## config.mk

```make
export PLATFORM = sky130hd
export DESIGN_NAME = fetch_unit
export DESIGN_NICKNAME = d
export VERILOG_FILES = /design/src/rtl/fetch_unit.sv
export SDC_FILE = /design/constraint.sdc
export NUM_CORES = 1
export LEC_CHECK = 0
export BUFFER_PORTS_ARGS = -buffer_cell sky130_fd_sc_hd__buf_2
export CAP_MARGIN = 0
export CORE_MARGIN = 5
export CORE_UTILIZATION = 60
export CTS_BUF_LIST = sky130_fd_sc_hd__clkbuf_8 sky130_fd_sc_hd__clkbuf_16
export CTS_CLUSTER_SIZE = 8
export DETAILED_ROUTE_END_ITERATION = 8
export PLACE_DENSITY_LB_ADDON = 0.1
export SETUP_SLACK_MARGIN = 0.2
export SYNTH_ARGS = -nofsm -noshare
export SYNTH_HDL_FRONTEND = slang
export SYNTH_SLANG_ARGS = --single-unit
```

## constraint.sdc

```tcl
create_clock -name clk -period 6.6 [get_ports clk]
set_input_delay 1.32 -clock clk [delete_from_list [all_inputs] [get_ports clk]]
set_output_delay 1.32 -clock clk [all_outputs]
set_load 0.05 [all_outputs]
```

## src/rtl/fetch_unit.sv

```systemverilog
// Instruction fetch stage: owns the PC, issues credit-limited word fetches and buffers responses for decode.
// Optional FETCH_PERF_CNT_EN adds delivered-word and stall-cycle counters.
module fetch_unit #(
    parameter logic [31:0] RESET_PC   = 32'h0000_0000,
    parameter int          FIFO_DEPTH = 2
) (
    input  logic        clk,
    input  logic        rst_n,
    output logic        imem_req_valid,
    input  logic        imem_req_ready,
    output logic [31:0] imem_req_addr,
    input  logic        imem_rsp_valid,
    input  logic [31:0] imem_rsp_data,
    input  logic        redirect_valid,
    input  logic [31:0] redirect_pc,
    output logic        instr_valid,
    input  logic        instr_ready,
    output logic [31:0] instr,
    output logic [31:0] instr_pc,
    output logic        misalign_err
`ifdef FETCH_PERF_CNT_EN
    ,
    output logic [31:0] perf_fetch_cnt,
    output logic [31:0] perf_stall_cnt
`endif
);

    localparam int          PW  = $clog2(FIFO_DEPTH);
    localparam int          CW  = 3;
    localparam logic [31:0] NOP = 32'h0000_0013;

    logic [31:0]   pc_q, pc_d;
    logic [31:0]   resp_pc_q, resp_pc_d;
    logic [CW-1:0] out_q, out_d;
    logic [CW-1:0] drop_q, drop_d;
    logic [CW-1:0] cnt_q, cnt_d;
    logic [PW-1:0] rd_q, rd_d;
    logic [PW-1:0] wr_q, wr_d;
    logic          mis_q, mis_d;
    logic [31:0]   fifo_instr_q [FIFO_DEPTH];
    logic [31:0]   fifo_pc_q    [FIFO_DEPTH];

    logic          credit;
    logic          accept;
    logic          push;
    logic          pop;
    logic [31:0]   redirect_aligned;

    assign redirect_aligned = {redirect_pc[31:2], 2'b00};
    assign credit           = ({1'b0, cnt_q} + {1'b0, out_q}) < 4'(FIFO_DEPTH);
    // Gated by rst_n so no request is ever shown while reset is asserted.
    assign imem_req_valid   = rst_n && !redirect_valid && credit;
    assign imem_req_addr    = pc_q;
    assign accept           = imem_req_valid && imem_req_ready;
    assign push             = imem_rsp_valid && (drop_q == '0) && !redirect_valid;
    assign instr_valid      = (cnt_q != '0);
    assign pop              = instr_valid && instr_ready && !redirect_valid;
    assign instr            = instr_valid ? fifo_instr_q[rd_q] : NOP;
    assign instr_pc         = instr_valid ? fifo_pc_q[rd_q] : 32'h0;
    assign misalign_err     = mis_q;

    always_comb begin
        pc_d      = pc_q;
        resp_pc_d = resp_pc_q;
        out_d     = out_q + CW'(accept) - CW'(imem_rsp_valid);
        drop_d    = drop_q;
        cnt_d     = cnt_q + CW'(push) - CW'(pop);
        rd_d      = pop  ? rd_q + PW'(1) : rd_q;
        wr_d      = push ? wr_q + PW'(1) : wr_q;
        mis_d     = mis_q;
        if (accept) begin
            pc_d = pc_q + 32'd4;
        end
        if (push) begin
            resp_pc_d = resp_pc_q + 32'd4;
        end
        if (imem_rsp_valid && (drop_q != '0)) begin
            drop_d = drop_q - CW'(1);
        end
        if (redirect_valid) begin
            pc_d      = redirect_aligned;
            resp_pc_d = redirect_aligned;
            cnt_d     = '0;
            rd_d      = '0;
            wr_d      = '0;
            // Every request still in flight belongs to the old path; earlier drops are a subset of them.
            drop_d    = out_q - CW'(imem_rsp_valid);
            mis_d     = mis_q | (redirect_pc[1:0] != 2'b00);
        end
    end

    always_ff @(posedge clk or negedge rst_n) begin
        if (!rst_n) begin
            pc_q      <= RESET_PC;
            resp_pc_q <= RESET_PC;
            out_q     <= '0;
            drop_q    <= '0;
            cnt_q     <= '0;
            rd_q      <= '0;
            wr_q      <= '0;
            mis_q     <= 1'b0;
        end else begin
            pc_q      <= pc_d;
            resp_pc_q <= resp_pc_d;
            out_q     <= out_d;
            drop_q    <= drop_d;
            cnt_q     <= cnt_d;
            rd_q      <= rd_d;
            wr_q      <= wr_d;
            mis_q     <= mis_d;
        end
    end

    // Storage needs no reset: entries are only read while the count marks them valid.
    always_ff @(posedge clk) begin
        if (push) begin
            fifo_instr_q[wr_q] <= imem_rsp_data;
            fifo_pc_q[wr_q]    <= resp_pc_q;
        end
    end

`ifdef FETCH_PERF_CNT_EN
    logic [31:0] fetch_cnt_q, stall_cnt_q;

    always_ff @(posedge clk or negedge rst_n) begin
        if (!rst_n) begin
            fetch_cnt_q <= '0;
            stall_cnt_q <= '0;
        end else begin
            fetch_cnt_q <= fetch_cnt_q + 32'(pop);
            stall_cnt_q <= stall_cnt_q + 32'(!instr_valid && !redirect_valid);
        end
    end

    assign perf_fetch_cnt = fetch_cnt_q;
    assign perf_stall_cnt = stall_cnt_q;
`endif

endmodule
```

==> reports/results.tsv <==
metric	value	unit
top_usage_layer	met2	
synth.top_cell.area_share	41.0	%
cts_tree	built	
grt_use_met3	4.71	%
drtIter0Drc	352	
grt_pass1_vias	6037	
cts-resized-gates	0	
yosys-top-cells-area	edfxtp_1, dfrtp_1, mux2i_1	
cts.htree.levels	4	
fin_skew	0.0101	ns
syn_inst	695	
final_nets	937	
async_flop_share	36.7	%
root_buffer	clkbuf_16	
n_antenna_cell	0	
slew_headroom	26.2	%
dp_hpwl	13400	µm
ctsLongestPathBuffers	2	
setup_ws	2.55	ns
slew_viol_final	0	
place_ws	2.51	ns
layout_commonest_cell	buf_2	
placement_rows	45	
die_w	133	µm
cts_hold_buffers	0	
fin_crit_sh	61.4	%
min_path_cells	1	
cp_max_fo	38	
area_growth	17.3	%
powerDensity	407	nW/µm²
power.leakage	4.18	nW
path_class	input port to output port	
post_drt_via_cell_ratio	5.75	
clock_sink_count	196	
wire_per_inst	18.3	µm
drtAntennaViolNets	0	
synth_edf_count	124	
post-route-util	70.9	%
yosysUniqueCellTypes	59	
postCtsSetupBuffers	0	
drc	0	
die_h	133	µm
yosys_warnings	0	
reg2reg_depth	13	
vias	6057	
status	completed	
ioPinCount	169	
antenna_found_initial	0	
cp-end-kind	output port	
gp_congestion	0.870	
grt-ovfl-total	0	
fin_crit	4.05	ns
fin_setup_tns	0	ns
initial_core_util	60.4	%
netlist_area	9080	µm²
grt_use_met1	31.3	%
worstPathArrival	2.73	ns
hold_path.class	register to register	
layout_common_cells	buf_2, edfxtp_1, nor2_1, dfrtp_1, mux2i_1	
finalWirelength	19300	µm
maxCapViolCount	0	
met2_usage	34.6	%
drtPass1Iterations	5	
r2r-end	out_q[2]	
numPortBuffers	164	
tightest_slew	1.11	ns
hold_viol	0	
hold_end	misalign_err	
ys_seq_area_share	60.8	%
design.die.area	17700	µm²
yosys.area.top_type	edfxtp_1	
ys_ff_latch	196	
synthFlopType	edfxtp_1	
ir_worst_vdd	273	µV
worstReg2RegStart	out_q[1]	
reg2reg_slack	3.19	ns
hold_start	misalign_err	
cp.required	5.28	ns
crit_path_start_kind	input port	
postSynthAreaPerCell	13.1	µm²
setup_viol	0	
fmax	0.247	GHz
core	15000	µm²
clk_latency	0.42	ns
rsz0062_at_grt	false	
grt_first_pass_wirelength	31400	µm
cts_buffers	17	
grt_util_all_layers	22.2	%
path_clk_slew	0.07	ns
final_layout_size_suffix_gt1_share	30.9	%
grt_max_degree	74	
[through the flow]
stage                     instance area (µm²)  hold WS, ns  power, W  instances
after detailed placement                10100        0.466   0.00334       1021
after global routing                    10700        0.517   0.00454       1053
after floorplan                          9090        0.451   0.00293        698
after global placement                  10100        0.446   0.00331       1021
after CTS                               10700        0.486   0.00436       1053
final                                   10700        0.483   0.00434       1053
[synthesized netlist by cell type (3+ instances only)]
cell type  count
fa_1           3
buf_2          4
mux2_2        41
nand2_1       40
and3_1        12
nand4_1       21
clkbuf_1      20
nand2b_1       4
o311ai_0      10
dfrtp_1       72
or3_1          3
inv_1         17
o21ai_0        9
nor4_2         5
nor2_1        75
nor3_1         6
buf_1          6
xor2_1        27
nor4_1        13
edfxtp_1     124
buf_4          5
a21oi_1        4
mux2i_1       64
ha_1          12
xnor2_1       27
a31oi_1        3
and4_1         8
nand3_1       21
[sequential cells by signal, indices dropped and copies added (netlist names)]
name / cells
fifo_instr_q: 64
fifo_pc_q: 60
imem_req_addr: 30
resp_pc_q: 30
cnt_q: 3
drop_q: 3
out_q: 3
misalign_err: 1
rd_q: 1
wr_q: 1
[power by group]
| group | switching [W] | internal (W) |
|---|---|---|
| sequential | 0.000194 | 0.00143 |
| clock | 0.000462 | 0.000569 |
| combinational | 0.00121 | 0.000466 |
[how the worst max path moves through the flow]
stage | start | endpoint | slack, ns | cells past startpoint
global placement | rst_n | imem_req_valid | 2.54 | 5
finish | redirect_valid | imem_req_valid | 2.55 | 5
CTS | rst_n | imem_req_valid | 2.51 | 5
global route | rst_n | imem_req_valid | 2.39 | 5
floorplan | redirect_valid | fifo_instr_q[0][0] | 1.41 | 5
detailed placement | rst_n | imem_req_valid | 2.51 | 5
[metal layers]
metal	share of wire, %	vias to the layer above	wire length (µm)
met5	0	-	0
met4	1.9	0	372
met3	7.7	32	1480
met2	47	265	8980
met1	44	2901	8430
li1	-	2859	-
[worst max-delay path: stages]
cell and delay [ns]:
buf_2 0.25, inv_2 0.59, nand4_1 0.16, nor2_1 0.11, buf_2 0.27
[layout make-up]
class	count	area [µm²]
flip-flops and latches	196	5530
fillers	1053	4380
multi-input cells	449	3360
repair buffers	170	866
clock buffers	17	425
well taps	188	235
clock inverters	15	171
inverters	18	67.6
[kinds of logic (layout without fill, tap and decap cells)]
logic type / after synthesis / after routing / synth area share, %
and+or+nand+nor: 232 / 232 / 13.8
DFF: 196 / 196 / 60.8
muxes: 106 / 106 / 12.3
xor gates and xnor gates: 54 / 54 / 5.21
buffers and inverters: 53 / 220 / 2.45
AOI/OAI and AO/OA: 38 / 38 / 3.09
adders and majority gates: 15 / 15 / 2.31
other: 1 / 4 / 0.0413
(Power assumes the default switching activity.)
